--- config.mk ---
export PLATFORM = sky130hd
export DESIGN_NAME = cp0_regfile_p_flat
export DESIGN_NICKNAME = d
export VERILOG_FILES = /design/src/rtl/cp0_regfile_p_if.sv /design/src/rtl/cp0_regfile_p.sv /design/src/flat_wrapper.sv
export SDC_FILE = /design/constraint.sdc
export NUM_CORES = 1
export LEC_CHECK = 0
export BUFFER_PORTS_ARGS = -buffer_cell sky130_fd_sc_hd__buf_4
export CAP_MARGIN = 20
export CORE_MARGIN = 3
export CORE_UTILIZATION = 25
export CTS_CLUSTER_SIZE = 8
export DETAILED_ROUTE_END_ITERATION = 12
export SYNTH_ARGS = -nofsm -noshare
export SYNTH_HDL_FRONTEND = slang
export SYNTH_SLANG_ARGS = --single-unit
export TNS_END_PERCENT = 10
--- constraint.sdc ---
create_clock -name clk -period 3.5 [get_ports clk]
set_clock_uncertainty 0.15 [all_clocks]
set_input_delay 0.175 -clock clk [delete_from_list [all_inputs] [get_ports clk]]
set_output_delay 0.175 -clock clk [all_outputs]
set_load 0.01 [all_outputs]
--- src/rtl/cp0_regfile_p_if.sv ---
// WB-stage <-> CP0 bundle: exception/ERET/MTC0 write side plus MFC0 read port.
// Latency: none of its own; pure wiring between WB and the register file.
// Backpressure: none; CP0 accepts every WB request in the cycle it is presented.
interface cp0_regfile_p_if;
  logic        wb_ex;
  logic [4:0]  wb_excode;
  logic [31:0] wb_badvaddr;
  logic        wb_bd;
  logic [31:0] wb_pc;
  logic        eret_flush;
  logic        mtc0_we;
  logic [4:0]  c0_waddr;
  logic [31:0] c0_wdata;
  logic [4:0]  c0_raddr;
  logic [31:0] rdata;
  logic [31:0] epc;
  logic        has_int;

  modport master (
    output wb_ex, wb_excode, wb_badvaddr, wb_bd, wb_pc, eret_flush,
           mtc0_we, c0_waddr, c0_wdata, c0_raddr,
    input  rdata, epc, has_int
  );

  modport slave (
    input  wb_ex, wb_excode, wb_badvaddr, wb_bd, wb_pc, eret_flush,
           mtc0_we, c0_waddr, c0_wdata, c0_raddr,
    output rdata, epc, has_int
  );
endinterface

--- src/rtl/cp0_regfile_p.sv ---
// MIPS CP0 register file (BadVAddr, Count, Compare, Status, Cause, EPC) beside WB.
// Latency: writes land next edge; rdata/epc/has_int are combinational from registers.
// Backpressure: none; every WB request is accepted. Optional CP0_INT_SYNC_EN adds a 2-flop interrupt synchroniser.
module cp0_regfile_p #(
  parameter int EXT_INT_W = 6,
  parameter int COUNT_DIV = 2,
  parameter bit RESET_BEV = 1'b1
) (
  input  logic                 clk,
  input  logic                 reset,
  input  logic [EXT_INT_W-1:0] ext_int_in,
  cp0_regfile_p_if.slave       bus
);

  localparam logic [4:0] REG_BADVADDR = 5'd8;
  localparam logic [4:0] REG_COUNT    = 5'd9;
  localparam logic [4:0] REG_COMPARE  = 5'd11;
  localparam logic [4:0] REG_STATUS   = 5'd12;
  localparam logic [4:0] REG_CAUSE    = 5'd13;
  localparam logic [4:0] REG_EPC      = 5'd14;

  localparam int            PW        = (COUNT_DIV > 1) ? $clog2(COUNT_DIV) : 1;
  localparam logic [PW-1:0] PRESC_MAX = PW'(COUNT_DIV - 1);

  logic [31:0]   badvaddr, count, compare, epc_q;
  logic [7:0]    im;
  logic          exl, ie, bd, ti;
  logic [5:0]    ip_hw;      // IP[7:2]
  logic [1:0]    ip_sw;      // IP[1:0], software interrupts
  logic [4:0]    excode;
  logic [PW-1:0] presc;
  logic [7:0]    ip;

  logic [EXT_INT_W-1:0] ext_s;
  logic [5:0]           ext6;

  // MTC0 only takes effect when no exception or ERET commits in the same cycle.
  logic mtc0_ok, wr_count, wr_compare, wr_status, wr_cause, wr_epc, presc_tick;

  assign mtc0_ok    = bus.mtc0_we & ~bus.wb_ex & ~bus.eret_flush;
  assign wr_count   = mtc0_ok & (bus.c0_waddr == REG_COUNT);
  assign wr_compare = mtc0_ok & (bus.c0_waddr == REG_COMPARE);
  assign wr_status  = mtc0_ok & (bus.c0_waddr == REG_STATUS);
  assign wr_cause   = mtc0_ok & (bus.c0_waddr == REG_CAUSE);
  assign wr_epc     = mtc0_ok & (bus.c0_waddr == REG_EPC);
  assign presc_tick = (presc == PRESC_MAX);
  assign ip         = {ip_hw, ip_sw};

`ifdef CP0_INT_SYNC_EN
  logic [EXT_INT_W-1:0] sync1, sync2;

  // Two-flop synchroniser for asynchronous interrupt lines.
  always_ff @(posedge clk) begin
    if (reset) begin
      sync1 <= '0;
      sync2 <= '0;
    end else begin
      sync1 <= ext_int_in;
      sync2 <= sync1;
    end
  end

  assign ext_s = sync2;
`else
  assign ext_s = ext_int_in;
`endif

  // Unused interrupt lines read as zero in IP.
  assign ext6 = 6'(ext_s);

  // Count prescaler and Count; an MTC0 to Count restarts the prescaler.
  always_ff @(posedge clk) begin
    if (reset) begin
      presc <= '0;
      count <= '0;
    end else if (wr_count) begin
      presc <= '0;
      count <= bus.c0_wdata;
    end else if (presc_tick) begin
      presc <= '0;
      count <= count + 32'd1;
    end else begin
      presc <= presc + PW'(1);
    end
  end

  // Compare and timer interrupt; writing Compare acknowledges the timer.
  always_ff @(posedge clk) begin
    if (reset) begin
      compare <= '0;
      ti      <= 1'b0;
    end else if (wr_compare) begin
      compare <= bus.c0_wdata;
      ti      <= 1'b0;
    end else if (count == compare) begin
      ti      <= 1'b1;
    end
  end

  // Hardware IP bits track interrupt lines with one register stage; TI folds into IP[7].
  always_ff @(posedge clk) begin
    if (reset) begin
      ip_hw <= '0;
      ip_sw <= '0;
    end else begin
      ip_hw <= {ext6[5] | ti, ext6[4:0]};
      if (wr_cause) ip_sw <= bus.c0_wdata[9:8];
    end
  end

  // Status fields: exception sets EXL, ERET clears it, MTC0 writes IM/EXL/IE.
  always_ff @(posedge clk) begin
    if (reset) begin
      im  <= '0;
      exl <= 1'b0;
      ie  <= 1'b0;
    end else if (bus.wb_ex) begin
      exl <= 1'b1;
    end else if (bus.eret_flush) begin
      exl <= 1'b0;
    end else if (wr_status) begin
      im  <= bus.c0_wdata[15:8];
      exl <= bus.c0_wdata[1];
      ie  <= bus.c0_wdata[0];
    end
  end

  // Exception capture; nested exceptions (EXL already set) keep the original EPC/BD.
  always_ff @(posedge clk) begin
    if (reset) begin
      excode   <= '0;
      bd       <= 1'b0;
      epc_q    <= '0;
      badvaddr <= '0;
    end else if (bus.wb_ex) begin
      excode <= bus.wb_excode;
      if (!exl) begin
        bd    <= bus.wb_bd;
        epc_q <= bus.wb_bd ? (bus.wb_pc - 32'd4) : bus.wb_pc;
      end
      if (bus.wb_excode == 5'd4 || bus.wb_excode == 5'd5)
        badvaddr <= bus.wb_badvaddr;
    end else if (wr_epc) begin
      epc_q <= bus.c0_wdata;
    end
  end

  // MFC0 read mux; shows pre-write state, unmapped registers read zero.
  always_comb begin
    bus.rdata = 32'd0;
    case (bus.c0_raddr)
      REG_BADVADDR: bus.rdata = badvaddr;
      REG_COUNT:    bus.rdata = count;
      REG_COMPARE:  bus.rdata = compare;
      REG_STATUS:   bus.rdata = {9'b0, RESET_BEV, 6'b0, im, 6'b0, exl, ie};
      REG_CAUSE:    bus.rdata = {bd, ti, 14'b0, ip, 1'b0, excode, 2'b0};
      REG_EPC:      bus.rdata = epc_q;
      default:      bus.rdata = 32'd0;
    endcase
  end

  assign bus.epc     = epc_q;
  assign bus.has_int = (|(ip & im)) & ie & ~exl;

endmodule

--- src/flat_wrapper.sv ---
// flat-port wrapper written by rule: the top's interface ports become plain ports
module cp0_regfile_p_flat 
#(
  parameter int EXT_INT_W = 6,
  parameter int COUNT_DIV = 2,
  parameter bit RESET_BEV = 1'b1
)
  (clk, reset, ext_int_in, bus_wb_ex, bus_wb_excode, bus_wb_badvaddr, bus_wb_bd, bus_wb_pc, bus_eret_flush, bus_mtc0_we, bus_c0_waddr, bus_c0_wdata, bus_c0_raddr, bus_rdata, bus_epc, bus_has_int);
  cp0_regfile_p_if bus_i ();
  input  logic clk;
  input  logic reset;
  input  logic [EXT_INT_W-1:0] ext_int_in;
  input wire logic [$bits(bus_i.wb_ex)-1:0] bus_wb_ex;
  input wire logic [$bits(bus_i.wb_excode)-1:0] bus_wb_excode;
  input wire logic [$bits(bus_i.wb_badvaddr)-1:0] bus_wb_badvaddr;
  input wire logic [$bits(bus_i.wb_bd)-1:0] bus_wb_bd;
  input wire logic [$bits(bus_i.wb_pc)-1:0] bus_wb_pc;
  input wire logic [$bits(bus_i.eret_flush)-1:0] bus_eret_flush;
  input wire logic [$bits(bus_i.mtc0_we)-1:0] bus_mtc0_we;
  input wire logic [$bits(bus_i.c0_waddr)-1:0] bus_c0_waddr;
  input wire logic [$bits(bus_i.c0_wdata)-1:0] bus_c0_wdata;
  input wire logic [$bits(bus_i.c0_raddr)-1:0] bus_c0_raddr;
  output wire logic [$bits(bus_i.rdata)-1:0] bus_rdata;
  output wire logic [$bits(bus_i.epc)-1:0] bus_epc;
  output wire logic [$bits(bus_i.has_int)-1:0] bus_has_int;
  assign bus_i.wb_ex = bus_wb_ex;
  assign bus_i.wb_excode = bus_wb_excode;
  assign bus_i.wb_badvaddr = bus_wb_badvaddr;
  assign bus_i.wb_bd = bus_wb_bd;
  assign bus_i.wb_pc = bus_wb_pc;
  assign bus_i.eret_flush = bus_eret_flush;
  assign bus_i.mtc0_we = bus_mtc0_we;
  assign bus_i.c0_waddr = bus_c0_waddr;
  assign bus_i.c0_wdata = bus_c0_wdata;
  assign bus_i.c0_raddr = bus_c0_raddr;
  assign bus_rdata = bus_i.rdata;
  assign bus_epc = bus_i.epc;
  assign bus_has_int = bus_i.has_int;
  cp0_regfile_p #(.EXT_INT_W(EXT_INT_W), .COUNT_DIV(COUNT_DIV), .RESET_BEV(RESET_BEV)) u_core (.clk(clk), .reset(reset), .ext_int_in(ext_int_in), .bus(bus_i));
endmodule
== Word-level counts from Yosys, hierarchy flattened ==
Index checks and enable logic that the tools add are counted.

* Word-level logic and storage cells: 66
* Flip-flop bits (word level): 154
* Bits in read-only memories: 0
* Bits of input ports: 123
* Memories: 0
* RAM bits: 0
* Output and inout port bits: 65
* Latch bits: 0

* Bitwise operators: 14
* Reduce and logical (&&, ||, !) cells: 11
* Mux-type cells: 10
* Multipliers: 0
* Divide/modulo/power cells: 0
* Shifts and indexed selects: 0
* Magnitude comparators: 0
* Eq/ne operators: 15
* Add/sub/neg operators: 3

{| class="wikitable"
|+ Operators with widths
! operator !! count
|-
| two-way mux 32 bit || 6
|-
| case mux 32 bit (6 select lines) || 1
|-
| equality test 5 x 4 -> 1 bit (second input constant) || 11
|-
| adder 32 x 1 -> 32 bit (second input constant) || 1
|-
| equality test 32 bit || 1
|-
| subtractor 32 x 3 -> 32 bit (second input constant) || 1
|-
| equality test 5 x 3 -> 1 bit (second input constant) || 2
|-
| AND 1 bit || 9
|-
| AND 8 bit || 1
|-
| OR reduction 8 bit || 1
|-
| AND reduction 2 bit || 3
|-
| nonzero test 2 bit || 2
|-
| two-way mux 1 bit || 3
|-
| inverter 1 bit || 3
|-
| AND reduction 3 bit || 1
|-
| nonzero test 3 bit || 1
|-
| OR reduction 3 bit || 1
|-
| != test 2 bit (second input constant) || 1
|-
| OR reduction 2 bit || 1
|-
| adder 1 bit (second input constant) || 1
|-
| logical OR 1 bit || 1
|-
| OR 1 bit || 1
|}

== Longest topological paths before layout ==
Gate-level depths: netlist of run 1.

* Word-level depth: 7
* Gate-level depth with buffers: 7
* Gate-level depth less buffers: 7

== Least setup slack after synthesis of run 1 ==
OpenSTA, ideal clock, no wires.

* Path type: reg-to-reg
* From: register u_core.count[0]
* To: register u_core.count[28]
* Clock period less this slack: 2,013 ps
* Setup time: 79 ps
* Path buffers: 0
* Required time: 3,271 ps
* Setup slack: 1,487 ps
* Arrival: 1,783 ps
* Cell stages (with the launch flop): 7
* Cells stage by stage: dfxtp_1 -> ha_1 -> and3_1 -> or4b_4 -> nor4_4 -> xnor2_1 -> a211oi_2

* Word-level cells in the longest chain between the ends: 3

{| class="wikitable"
|+ RTL lines
! item !! line !! RTL
|-
| from (decl) || cp0_regfile_p.sv:25 || <nowiki>logic [31:0] badvaddr, count, compare, epc_q;</nowiki>
|-
| from (signal assigned) || cp0_regfile_p.sv:78 || <nowiki>count <= bus.c0_wdata;</nowiki>
|-
| from (signal assigned) || cp0_regfile_p.sv:81 || <nowiki>count <= count + 32'd1;</nowiki>
|-
| adder 32 x 1 -> 32 bit || cp0_regfile_p.sv:81 ||
|-
| two-way mux 32 bit || cp0_regfile_p.sv:79 || <nowiki>end else if (presc_tick) begin</nowiki>
|-
| two-way mux 32 bit || cp0_regfile_p.sv:76 || <nowiki>end else if (wr_count) begin</nowiki>
|}

No other way between the ends. The select of a mux whose other input is x is not followed.
A chain may end at the register's enable or synchronous reset.

== Worst setup path in the final report of run 1 ==
* From: register u_core.exl
* To: register u_core.epc_q[22] (netlist: u_core.bus.epc[22])

* Word-level cells in the longest chain between the ends: 2

{| class="wikitable"
|+ RTL lines
! item !! line !! RTL
|-
| from (decl) || cp0_regfile_p.sv:27 || <nowiki>logic exl, ie, bd, ti;</nowiki>
|-
| from (signal assigned) || cp0_regfile_p.sv:123 || <nowiki>exl <= bus.c0_wdata[1];</nowiki>
|-
| != test 2 bit (no line) || - ||
|-
| AND reduction 2 bit (no line) || - ||
|-
| to (signal assigned) || cp0_regfile_p.sv:139 || <nowiki>epc_q <= bus.wb_bd ? (bus.wb_pc - 32'd4) : bus.wb_pc;</nowiki>
|-
| to (signal assigned) || cp0_regfile_p.sv:144 || <nowiki>epc_q <= bus.c0_wdata;</nowiki>
|-
| to (decl) || cp0_regfile_p.sv:25 ||
|}

No other way between the ends.

==> results.py, run 1 <==
metrics = {
    "placement": {
        "gp_congestion": 0.880,
        "placed_cells_incl_taps": 1579,
        "dp_hpwl_mm": 25.8,
        "io_buffers": 187,
    },
    "worst_setup_path": {
        "startpoint_type": "flop",
        "required_ns": 3.66,
        "arrival_ns": 3.00,
        "startpoint": "u_core.exl",
        "cp-end-kind": "flop",
        "r2r_start": "u_core.exl",
        "critical_path.max_fanout": 18,
        "crit_type": "flop to flop",
    },
    "power": {
        "power_density_nw_per_um2": 374,
        "peakVddDrop_mv": 0.336,
        "total_power_mw": 4.40,
        "p_leak_nw": 4.34,
    },
    "synthesis": {
        "ys_types": 77,
        "async_flop_share_pct": 0,
        "ys_ff_latch": 154,
        "ys_warn_count": 0,
        "synth-edff-count": 0,
        "synth_top_cell_by_area": "dfxtp_1",
        "synth_top_flop_cell": "dfxtp_1",
        "syn_inst": 1010,
        "synth_top_area_share_pct": 36.8,
        "syn_nets": 1135,
        "syn_area_um2": 8380,
        "yosys-top-cells-area": "dfxtp_1, nand2_1, xnor2_1, mux2i_1, a22oi_1",
        "yosysSeqAreaShare_pct": 36.8,
        "syn_area_per_cell_um2": 8.30,
    },
    "routing": {
        "wl_per_cell_um": 20.0,
        "drt_wl_total_mm": 34.2,
        "drt_iter0_drc": 836,
        "vias": 8736,
        "drt_first_pass_iters": 6,
        "ant_nets": 0,
        "via_per_inst": 5.11,
        "drcViolationCount": 0,
    },
    "floorplan": {
        "die_area_um2": 35800,
        "fp.dieW_um": 189,
        "core-area_um2": 32800,
        "rows": 66,
        "ios": 188,
        "initial_core_util_pct": 25.6,
        "die_h_um": 189,
    },
    "global_routing": {
        "grt_max_degree": 97,
        "gr-usage-all-layers_pct": 18.7,
        "grt_pass1_wl_mm": 51.2,
        "antenna_found_initial": 1,
        "grt_pass1_vias": 8503,
        "gr-total-overflow": 0,
    },
    "timing": {
        "finalSetupTns_ns": 0,
        "period_share_pct": 81.2,
        "hold_ws_ns": 0.0472,
        "rsz0062_at_grt": "no",
        "max_slew_margin_pct": 31.8,
        "fmax_ghz": 0.352,
        "setup_viol": 0,
        "fin_crit_ns": 2.84,
        "drv_slew": 0,
        "finalHoldViolCount": 0,
        "worst_pin_slew_ns": 1.02,
    },
    "clock_tree": {
        "h-tree-depth": 4,
        "cts_resized": 0,
        "clockRootBuffer": "clkbuf_16",
        "clkLatencyLatePin_ns": 0.43,
        "cts_buffer_depth": 2,
        "cts.sinks": 154,
        "cts_buffers": 17,
        "cts_tree": "built",
        "clk_pin_slew_ns": 0.06,
    },
    "finish": {
        "final_core_util_pct": 35.9,
        "area_growth_pct": 40.3,
        "seq_area_um2": 3080,
        "finalNonFillerCells": 1708,
        "nFillCells": 3454,
        "drive_above_1_share_pct": 21.2,
        "fin_nets": 1377,
        "multiInputGateArea_um2": 4990,
    },
    "worst_hold_path": {
        "hold_class": "input port to flop",
        "worstHoldStart": "bus_wb_pc[19]",
    },
    "outcome": {
        "status": "complete, no violations",
    },
    "run": {
        "maxCapViolCount": 0,
    },
}
## layout make-up
type / instances / area share [%]
clock inverters: 11 / 1.45
diodes: 1 / 0.0213
repair buffers: 298 / 21.2
multi-input cells: 776 / 42.4
clock buffers: 21 / 3.83
inverters: 5 / 0.160
well taps: 442 / 4.70
flip-flops and latches: 154 / 26.2
## power by group
part / switching (mW) / internal, mW / total, mW
registers: 0.0699 / 1.80 / 1.87
clock network: 0.754 / 1.21 / 1.97
logic: 0.275 / 0.285 / 0.560
## critical path: stages (launching register included)
cell and delay [ns]:
dfxtp_1 0.73, nand2b_1 0.36, nand2_1 0.52, o21ai_0 0.35, a31oi_1 0.06, dlygate4sd3_1 0.56
## logic make-up after synthesis
| logic type | Yosys count | synth area share [%] |
|---|---|---|
| multiplexers | 50 | 5.97 |
| adder cells (fa/ha/maj) | 2 | 0.299 |
| AND/OR/NAND/NOR | 412 | 25.0 |
| AO/OA/AOI/OAI | 232 | 19.6 |
| XOR/XNOR | 80 | 8.36 |
| flip-flops | 154 | 36.8 |
| buffers and inverters | 80 | 4.05 |
## synth_stat cells, types with 2 or more instances
master	count
o31a_1	5
inv_1	4
mux2i_1	50
a222oi_1	10
a31oi_1	4
buf_1	5
a311oi_1	6
nor4b_2	3
nor3_1	20
or3_1	12
a211o_1	5
o221ai_1	3
dfxtp_1	154
ha_1	2
buf_4	4
or2_2	2
a221oi_1	3
nor4b_1	2
nor2b_1	8
a22oi_1	63
nand4_1	18
o21ai_0	8
a2bb2oi_1	2
nor4_1	10
clkbuf_1	52
and3_1	4
nor2_1	110
nor4_2	8
o211ai_1	7
buf_2	12
xnor2_1	61
nor3_2	6
nand2_1	148
o21a_1	3
or4_1	2
nand3b_1	2
nand2b_1	6
xor2_1	19
nand4b_1	2
a211oi_1	35
o21ai_1	2
and4_1	6
a21boi_0	2
a21oi_1	63
nand3_1	25
## layout by cell type (no fill, tap or decap), types with 10 or more instances in the layout
cell / n
clkbuf_16: 17
a21oi_1: 62
a22oi_1: 63
nand3_1: 25
nor3_1: 18
xor2_1: 19
nor2_1: 109
buf_4: 201
nor4_1: 10
a211oi_1: 35
mux2i_1: 50
dfxtp_1: 154
dlygate4sd3_1: 96
nand2_1: 148
nand4_1: 18
or3_1: 11
xnor2_1: 61
a222oi_1: 10
## timing repair
item,in CTS,in global routing
hold endpoints to repair,141,0
buffers inserted,0,0
hold buffers,96,0
## metal layers
| metal | vias up | routed length (um) | track usage, % |
|---|---|---|---|
| li1 | 4146 | - | - |
| met1 | 4196 | 14600 | 24.4 |
| met2 | 345 | 16100 | 29.9 |
| met3 | 49 | 2650 | 4.74 |
| met4 | 0 | 831 | 6.59 |
| met5 | - | 0 | 0 |
## flip-flops by register name, summed over array words and instances (netlist names)
| name | cells |
|---|---|
| u_core.ti | 1 |
| u_core.presc | 1 |
| u_core.ip_sw | 2 |
| u_core.exl | 1 |
| u_core.badvaddr | 32 |
| u_core.count | 32 |
| u_core.ie | 1 |
| u_core.bus.epc | 32 |
| u_core.compare | 32 |
| u_core.ip_hw | 6 |
| u_core.excode | 5 |
| u_core.bd | 1 |
| u_core.im | 8 |
## through the flow
step / cell area (um^2) / setup WS [ns]
floorplan: 8380 / 1.49
global placement: 10200 / 1.05
detailed placement: 10200 / 1.01
CTS: 11800 / 0.690
global route: 11800 / 0.466
finish: 11800 / 0.659
## final timing paths
path | endpoint | slack, ns | cells after the start
hold reg to reg | u_core.badvaddr[18] | 0.31 | 2
setup / recovery | u_core.bus.epc[22] | 0.66 | 5
setup reg to reg | u_core.bus.epc[22] | 0.66 | 5
hold / removal | u_core.bus.epc[20] | 0.05 | 4
Power figures use the tool's default switching activity.
==> run 2, diff against run 1 <==
Clock period 3.5 ns to 2.75 ns, I/O delays scaled along.
==> results.py, run 2 (synthesis gave the netlist of run 1 again) <==
metrics = {
    "clock_tree": {
        "cts.sinks": 154,
        "h-tree-depth": 4,
        "clk_pin_slew_ns": 0.07,
        "cts_buffer_depth": 2,
        "cts_tree": "built",
        "cts_buffers": 17,
        "clockRootBuffer": "clkbuf_16",
        "clkLatencyLatePin_ns": 0.43,
    },
    "power": {
        "p_leak_nw": 4.40,
        "total_power_mw": 5.44,
        "internal_power_mw": 4.01,
        "peakVddDrop_mv": 0.406,
        "sw_frac_of_total_pct": 26.3,
        "p_comb_share_pct": 13.6,
        "p_switching_mw": 1.43,
        "power_density_nw_per_um2": 458,
        "seqPwrFrac_pct": 43.6,
        "p_clk_share_pct": 42.8,
    },
    "timing": {
        "setup_viol": 0,
        "fmax_ghz": 0.393,
        "finalHoldViolCount": 0,
        "max_slew_margin_pct": 51.3,
        "rsz0062_at_grt": "no",
        "fin_crit_ns": 2.55,
        "layout_setup_ws_ns": 0.205,
        "drv_slew": 0,
        "hold_ws_ns": 0.0158,
        "finalSetupTns_ns": 0,
        "worst_pin_slew_ns": 0.723,
        "period_share_pct": 92.6,
    },
    "routing": {
        "via_per_inst": 5.09,
        "vias": 8759,
        "drt_first_pass_iters": 6,
        "wl_per_cell_um": 20.0,
        "drt_iter0_drc": 892,
        "drcViolationCount": 0,
        "ant_nets": 0,
        "drt_wl_total_mm": 34.4,
    },
    "global_routing": {
        "grt_pass1_wl_mm": 52.0,
        "grt_use_met1_pct": 24.9,
        "gr-total-overflow": 0,
        "grt_pass1_vias": 8570,
        "top_usage_layer": "met2",
        "grt_max_degree": 72,
        "use_met2_pct": 30.7,
        "met3_usage_pct": 3.94,
        "antenna_found_initial": 0,
        "gr-usage-all-layers_pct": 18.9,
    },
    "placement": {
        "dp_hpwl_mm": 25.9,
        "gp_congestion": 0.933,
        "pre_cts_slack_ns": 0.470,
        "io_buffers": 187,
        "placed_cells_incl_taps": 1587,
        "placed_cell_area_um2": 10300,
    },
    "floorplan": {
        "rows": 66,
        "die_h_um": 189,
        "fp.dieW_um": 189,
        "ios": 188,
        "core-area_um2": 32800,
        "die_area_um2": 35800,
        "initial_core_util_pct": 25.6,
    },
    "finish": {
        "fin_nets": 1391,
        "final_core_util_pct": 36.2,
        "area_growth_pct": 41.7,
        "layout_commonest_cell": "buf_4",
        "n_antenna_cell": 0,
        "drive_above_1_share_pct": 21.7,
        "finalNonFillerCells": 1721,
        "finalInstanceArea_um2": 11900,
        "mostFrequentLayoutCells": "buf_4, dfxtp_1, nand2_1, nor2_1, dlygate4sd3_1",
    },
    "worst_hold_path": {
        "hold_class": "input port to flop",
    },
    "worst_setup_path": {
        "cp-end-kind": "flop",
        "critical_path.max_fanout": 3,
        "required_ns": 2.92,
        "startpoint_type": "input port",
        "crit_type": "input port to flop",
        "arrival_ns": 2.71,
    },
    "run": {
        "maxCapViolCount": 0,
    },
    "outcome": {
        "status": "complete, no violations",
    },
}
==> run 2: cell types whose count changed in the layout (fill, tap and decap cells not counted), sizes merged <==
| cell | previous run | this run |
|---|---|---|
| bufinv | 4 | 2 |
| diode | 1 | 0 |
| dlygate4sd3 | 96 | 102 |
| buf | 202 | 210 |
| clkbuf | 21 | 18 |
| inv | 4 | 7 |
| clkinv | 5 | 7 |
==> run 2: power groups by stage <==
stage | clock [mW] | combinational (mW) | sequential (mW)
finish | 2.33 | 0.739 | 2.37
global route | 2.47 | 0.796 | 2.38
CTS | 2.37 | 0.737 | 2.37
detailed placement | 0 | 0.613 | 2.42
global placement | 0 | 0.606 | 2.42
floorplan | 0 | 0.248 | 2.40
==> run 2: final cells by class <==
type / instances / area, um^2
inverters: 5 / 18.8
well taps: 442 / 553
multi-input cells: 776 / 5000
clock buffers: 18 / 429
fillers: 3444 / 20900
clock inverters: 14 / 146
repair buffers: 312 / 2650
flip-flops and latches: 154 / 3080
==> run 2: final timing paths <==
| kind | to | startpoint | cells past startpoint | slack [ns] |
|---|---|---|---|---|
| max reg2reg | u_core.count[22] | u_core.count[0] | 6 | 0.42 |
| min | u_core.bus.epc[19] | bus_wb_pc[19] | 4 | 0.02 |
| max | u_core.bus.epc[31] | bus_wb_pc[28] | 8 | 0.20 |
| min reg2reg | u_core.badvaddr[10] | u_core.badvaddr[10] | 2 | 0.31 |
==> run 2: metal layers <==
| metal | wire length (um) | vias to the layer above |
|---|---|---|
| met5 | 0 | - |
| met4 | 913 | 0 |
| met3 | 2230 | 51 |
| met2 | 16200 | 311 |
| met1 | 15100 | 4210 |
| li1 | - | 4187 |
==> run 2: worst max-delay path: stages <==
cell and delay [ns]:
dlygate4sd3_1 0.54, buf_4 0.15, or4_1 0.57, or3_1 0.33, nor3_1 0.18, xnor2_1 0.14, a31oi_1 0.09, dlygate4sd3_1 0.58
==> run 2: repair_timing <==
item,4_1_cts,5_1_grt
endpoints found under the setup margin,0,2
hold buffers,102,0
hold endpoints to repair,151,0
resized for setup,0,1
setup buffers,0,0
